--- src/rtl/nibble_add_pkg.sv ---
// Shared constants and FSM state type for the nibble-serial adder.
package nibble_add_pkg;

  localparam int NIBBLE_W = 4;

  typedef enum logic [1:0] {
    IDLE,
    RUN,
    DONE
  } state_t;

endpackage

--- src/rtl/nibble_add_seq_if.sv ---
// Operand/result handshake bundle for nibble_add_seq.
// Carries the ovf result line only when NIBBLE_ADD_SEQ_OVF_EN is defined.
interface nibble_add_seq_if import nibble_add_pkg::*; #(
  parameter int NUM_NIBBLES = 4
);

  localparam int W = NIBBLE_W * NUM_NIBBLES;

  logic         in_valid;
  logic         in_ready;
  logic [W-1:0] A;
  logic [W-1:0] B;
  logic         cin;
  logic         out_valid;
  logic         out_ready;
  logic [W-1:0] S;
  logic         cout;
  logic         busy;
`ifdef NIBBLE_ADD_SEQ_OVF_EN
  logic         ovf;
`endif

  modport master (
    output in_valid, A, B, cin, out_ready,
    input  in_ready, out_valid, S, cout,
`ifdef NIBBLE_ADD_SEQ_OVF_EN
    input  ovf,
`endif
    input  busy
  );

  modport slave (
    input  in_valid, A, B, cin, out_ready,
    output in_ready, out_valid, S, cout,
`ifdef NIBBLE_ADD_SEQ_OVF_EN
    output ovf,
`endif
    output busy
  );

endinterface

--- src/rtl/adder4.sv ---
// Plain 4-bit ripple slice used as the shared nibble adder.
module adder4 (
  output logic [3:0] S,
  output logic       cout,
  input  logic [3:0] A,
  input  logic [3:0] B,
  input  logic       cin
);

  assign {cout, S} = {1'b0, A} + {1'b0, B} + {4'b0000, cin};

endmodule

--- src/rtl/nibble_add_seq.sv ---
// Nibble-serial adder: {cout,S} = A + B + cin, one nibble per cycle, LSN first.
// Define NIBBLE_ADD_SEQ_OVF_EN to add the registered signed-overflow output ovf.
module nibble_add_seq import nibble_add_pkg::*; #(
  parameter int NUM_NIBBLES = 4
) (
  input logic             clk,
  input logic             rst,
  nibble_add_seq_if.slave bus
);

  localparam int W  = NIBBLE_W * NUM_NIBBLES;
  localparam int IW = (NUM_NIBBLES > 1) ? $clog2(NUM_NIBBLES) : 1;
  localparam logic [IW-1:0] LAST_IDX = IW'(NUM_NIBBLES - 1);

  state_t                state;
  state_t                state_next;
  logic [IW-1:0]         idx;
  logic [W-1:0]          a_reg;
  logic [W-1:0]          b_reg;
  logic [W-1:0]          sum_reg;
  logic                  carry;
  logic                  cout_reg;
  logic [NIBBLE_W-1:0]   a_nib;
  logic [NIBBLE_W-1:0]   b_nib;
  logic [NIBBLE_W-1:0]   s_nib;
  logic                  c_nib;
  logic                  last;

  assign last  = (idx == LAST_IDX);
  assign a_nib = a_reg[NIBBLE_W*idx +: NIBBLE_W];
  assign b_nib = b_reg[NIBBLE_W*idx +: NIBBLE_W];

  adder4 slice (
    .S    (s_nib),
    .cout (c_nib),
    .A    (a_nib),
    .B    (b_nib),
    .cin  (carry)
  );

  always_ff @(posedge clk) begin
    if (rst) state <= IDLE;
    else     state <= state_next;
  end

  always_comb begin
    state_next = state;
    case (state)
      IDLE:    if (bus.in_valid) state_next = RUN;
      RUN:     if (last) state_next = DONE;
      DONE:    if (bus.out_ready) state_next = IDLE;
      default: state_next = IDLE;
    endcase
  end

  always_comb begin
    bus.in_ready  = (state == IDLE);
    bus.out_valid = (state == DONE);
    bus.busy      = (state != IDLE);
  end

`ifdef NIBBLE_ADD_SEQ_OVF_EN
  logic ovf_reg;
  // Carry into the MSB is recovered from the top sum bit: a^b^s gives it back.
  always_ff @(posedge clk) begin
    if (rst)                       ovf_reg <= 1'b0;
    else if (state == RUN && last) ovf_reg <= a_nib[3] ^ b_nib[3] ^ s_nib[3] ^ c_nib;
  end
  assign bus.ovf = ovf_reg;
`endif

  always_ff @(posedge clk) begin
    if (rst) begin
      idx      <= '0;
      carry    <= 1'b0;
      a_reg    <= '0;
      b_reg    <= '0;
      sum_reg  <= '0;
      cout_reg <= 1'b0;
    end else begin
      case (state)
        IDLE: begin
          if (bus.in_valid) begin
            a_reg <= bus.A;
            b_reg <= bus.B;
            carry <= bus.cin;
            idx   <= '0;
          end
        end
        RUN: begin
          sum_reg[NIBBLE_W*idx +: NIBBLE_W] <= s_nib;
          carry <= c_nib;
          idx   <= last ? '0 : idx + 1'b1;
          if (last) cout_reg <= c_nib;
        end
        default: ;
      endcase
    end
  end

  assign bus.S    = sum_reg;
  assign bus.cout = cout_reg;

endmodule

--- src/flat_wrapper.sv ---
// flat-port wrapper written by rule: the top's interface ports become plain ports
module nibble_add_seq_flat import nibble_add_pkg::*;
#(
  parameter int NUM_NIBBLES = 4
)
  (clk, rst, bus_in_valid, bus_A, bus_B, bus_cin, bus_out_ready, bus_in_ready, bus_out_valid, bus_S, bus_cout, bus_busy);
  nibble_add_seq_if #(.NUM_NIBBLES(NUM_NIBBLES)) bus_i ();
  input logic clk;
  input logic rst;
  input wire logic [$bits(bus_i.in_valid)-1:0] bus_in_valid;
  input wire logic [$bits(bus_i.A)-1:0] bus_A;
  input wire logic [$bits(bus_i.B)-1:0] bus_B;
  input wire logic [$bits(bus_i.cin)-1:0] bus_cin;
  input wire logic [$bits(bus_i.out_ready)-1:0] bus_out_ready;
  output wire logic [$bits(bus_i.in_ready)-1:0] bus_in_ready;
  output wire logic [$bits(bus_i.out_valid)-1:0] bus_out_valid;
  output wire logic [$bits(bus_i.S)-1:0] bus_S;
  output wire logic [$bits(bus_i.cout)-1:0] bus_cout;
  output wire logic [$bits(bus_i.busy)-1:0] bus_busy;
  assign bus_i.in_valid = bus_in_valid;
  assign bus_i.A = bus_A;
  assign bus_i.B = bus_B;
  assign bus_i.cin = bus_cin;
  assign bus_i.out_ready = bus_out_ready;
  assign bus_in_ready = bus_i.in_ready;
  assign bus_out_valid = bus_i.out_valid;
  assign bus_S = bus_i.S;
  assign bus_cout = bus_i.cout;
  assign bus_busy = bus_i.busy;
  nibble_add_seq #(.NUM_NIBBLES(NUM_NIBBLES)) u_core (.clk(clk), .rst(rst), .bus(bus_i));
endmodule
--- config.mk ---
export PLATFORM = sky130hd
export DESIGN_NAME = nibble_add_seq_flat
export DESIGN_NICKNAME = d
export VERILOG_FILES = /design/src/rtl/nibble_add_pkg.sv /design/src/rtl/nibble_add_seq_if.sv /design/src/rtl/adder4.sv /design/src/rtl/nibble_add_seq.sv /design/src/flat_wrapper.sv
export SDC_FILE = /design/constraint.sdc
export NUM_CORES = 1
export LEC_CHECK = 0
export ABC_AREA = 1
export BUFFER_PORTS_ARGS = -buffer_cell sky130_fd_sc_hd__buf_2
export CORE_MARGIN = 2
export CORE_UTILIZATION = 53
export DETAILED_ROUTE_END_ITERATION = 7
export PLACE_DENSITY = 0.79
export REMOVE_ABC_BUFFERS = 1
export SLEW_MARGIN = 0
export SYNTH_ARGS = -nofsm -noshare
export SYNTH_HDL_FRONTEND = slang
export SYNTH_HIERARCHICAL = 1
export SYNTH_SLANG_ARGS = --single-unit
export TNS_END_PERCENT = 50
--- constraint.sdc ---
create_clock -name clk -period 2.86 [get_ports clk]
set_input_delay 0.429 -clock clk [delete_from_list [all_inputs] [get_ports clk]]
set_output_delay 0.429 -clock clk [all_outputs]
set_load 0.02 [all_outputs]
==> results.yml <==
status:
  run_status: "finished, final reports clean"
clock_tree:
  clk_pin_slew_worst_paths_ns: 0.09
  post_cts_resized: 0
  cts_tree: "yes"
  numCtsBuffers: 5
  clk_latency_ns: 0.30
  cts_sinks: 54
  postCtsSetupBuffers: 0
  hold_buffers: 0
  cts-htree-levels: 2
  root_buffer: "clkbuf_8"
  clk_path_buf_depth: 2
logic_synthesis:
  yosysWarnings: 6
  synth.most_common_cell: "nor2_1"
  yosysSeqAreaShare_pct: 44.2
  synthCells: 347
  synth_area_sq_um: 2440
  synth_ff_type: "dfxtp_1"
  synth_top_area_cell: "dfxtp_1"
  yosys-top-cells-area: "dfxtp_1 44%, nor2_1 14%, o21ai_0 10%, nand2_1 8.1%, a21oi_1 4.7%"
  ys_ff_latch: 54
  synthDistinctLibCells: 19
  synth_edf_count: 0
  netlist.area_leader.share_pct: 44.2
  avgSynthCellArea_sq_um: 7.05
  synth_async_sr_flop_share_pct: 0
  synth_common_cells: "90 x nor2_1, 54 x dfxtp_1, 53 x nand2_1"
critical_path:
  endpoint_kind: "register"
  cp_slowest_cell: "dfxtp_1"
  max_stage_delay_ns: 0.44
  critPathMaxFanout: 16
  path_cells: "buf_4, o21ai_0, o22ai_1, fa_1, inv_1, fa_1, xnor2_1, nand2_1, nor2_1, nand2_1, a21oi_1"
  critPathRequiredTime_ns: 3.10
  path_class: "reg2reg"
  cp.arrival_ns: 2.74
  crit_family: "adder cells"
  setup.worst_path.start_class: "register"
  crit_buf_inv: 2
sta:
  max_clock_freq_mhz: 401
  finalHoldViolations: 0
  period_minus_slack_ns: 2.49
  slew_violations: 0
  slew_headroom_pct: 70.8
  fin_crit_sh_pct: 87.2
  final.setup.tns_ns: 0
  tightest_slew_ns: 0.438
  finalSetupViolCount: 0
  fin_ws_ns: 0.366
  finClkSkew_ns: 0.00576
  rsz0062_at_grt: "false"
power:
  ir_worst_vdd_v: 0.000355
  powerDensity_nw_per_um2: 571
  leakagePower_nw: 1.34
  power.total_w: 0.00165
routing:
  num_vias: 2296
  wirelength_mm: 5.35
  drtIter0Drc: 96
  vias_per_cell: 5.06
  first_pass_iters: 7
  ant_nets: 0
  wl_per_cell_um: 11.8
  drc: 0
global_route:
  overflow: 0
  grtUsageTotal_pct: 22.4
  grt_max_degree: 34
  antenna_found_initial: 0
  grt_pass1_vias: 2152
  grt_pass1_wl_mm: 9.21
placed_design:
  dpl.hpwl_mm: 3.90
  dp_slack_ns: 0.424
  dp_cells: 447
  io_buffer_count: 56
  routabilityCongestion: 0.761
flow_run:
  drv_cap: 0
cells_and_area:
  utilization_pct: 65.4
  antenna_cells: 0
  finalNetCount: 449
  fin_cells: 454
  n_fill_cell: 403
  drive_above_1_share_pct: 18.2
  register_area_sq_um: 1080
  multi_input_area_sq_um: 1200
  syn2layout_area_growth_pct: 18.2
worst_hold_path:
  hold_path_class: "in2reg"
die:
  dieHeight_um: 71.9
  start_util_pct: 55.4
  core_sq_um: 4410
  die_area_sq_um: 5170
  io_pins: 57
  rows: 24
  die_w_um: 71.9
-- power by group --
group          leakage [nW]  switching (W)  internal [W]  total [W]
Clock                0.0573       0.000234      0.000280   0.000514
Sequential            0.443      0.0000293      0.000800   0.000830
Combinational         0.835       0.000189      0.000117   0.000306
Total                  1.34       0.000452       0.00120    0.00165
-- per-stage QoR --
step           instance area [sq um]  hold slack [ns]
2_1_floorplan                   2370            0.450
3_3_place_gp                    2780            0.448
3_5_place_dp                    2780            0.453
4_1_cts                         2890            0.359
5_1_grt                         2890            0.361
6_report                        2890            0.365
-- worst paths after layout --
check                   start          endpoint  slack (ns)  depth (start not counted)
max             u_core/idx[0]   u_core/bus.S[6]        0.37                         11
min                  bus_B[7]   u_core/b_reg[7]        0.36                          3
max reg2reg     u_core/idx[0]   u_core/bus.S[6]        0.37                         11
min reg2reg  u_core/bus.S[12]  u_core/bus.S[12]        0.46                          2
-- cells by family after synthesis --
group	after synthesis	share of synthesized area, %
DFF	54	44.2
xor gates and xnor gates	1	0.358
and+or+nand+nor	161	26.0
adders and majority gates	10	5.73
AOI/OAI and AO/OA	81	17.0
buffers and inverters	40	6.70
-- tightest hold or removal path, cell delays in order --
cell	delay (ns)
buf_2	0.07
o21ai_0	0.07
nor2_1	0.07
-- cells in the final DEF, fill, tap and decap left out --
| cell | synthesis | final |
|---|---|---|
| dfxtp_1 | 54 | 54 |
| nor2_4 | 1 | 1 |
| nand2_1 | 53 | 53 |
| buf_2 | 4 | 56 |
| o21ai_0 | 50 | 50 |
| ha_1 | 8 | 8 |
| buf_4 | 2 | 8 |
| a21oi_1 | 23 | 23 |
| xnor2_1 | 1 | 1 |
| nor2_2 | 1 | 1 |
| and2_1 | 1 | 1 |
| o22ai_1 | 8 | 8 |
| fa_1 | 2 | 2 |
| clkbuf_8 | 0 | 6 |
| inv_1 | 23 | 23 |
| nand3_1 | 15 | 15 |
| nor2_1 | 90 | 90 |
| bufinv_16 | 0 | 1 |
| clkinv_1 | 1 | 1 |
-- area by class of cell --
| class | count | area share, % |
|---|---|---|
| Multi-Input combinational cell | 253 | 41.5 |
| Sequential cell | 54 | 37.4 |
| Timing Repair Buffer | 64 | 11.8 |
| Inverter | 24 | 3.12 |
| Clock buffer | 6 | 2.86 |
| Tap cell | 52 | 2.25 |
| Clock inverter | 1 | 1.04 |
-- routing by layer --
layer  wire length (um)  part of all wire (%)  global-route usage (%)  up-vias
li1                   -                     -                       -     1225
met1               2530                    47                    27.4     1007
met2               2500                    47                    39.5       58
met3                248                   4.6                    4.58        6
met4                 61                   1.1                    7.55        0
met5                  0                     0                       0        -
(Power assumes the default switching activity.)
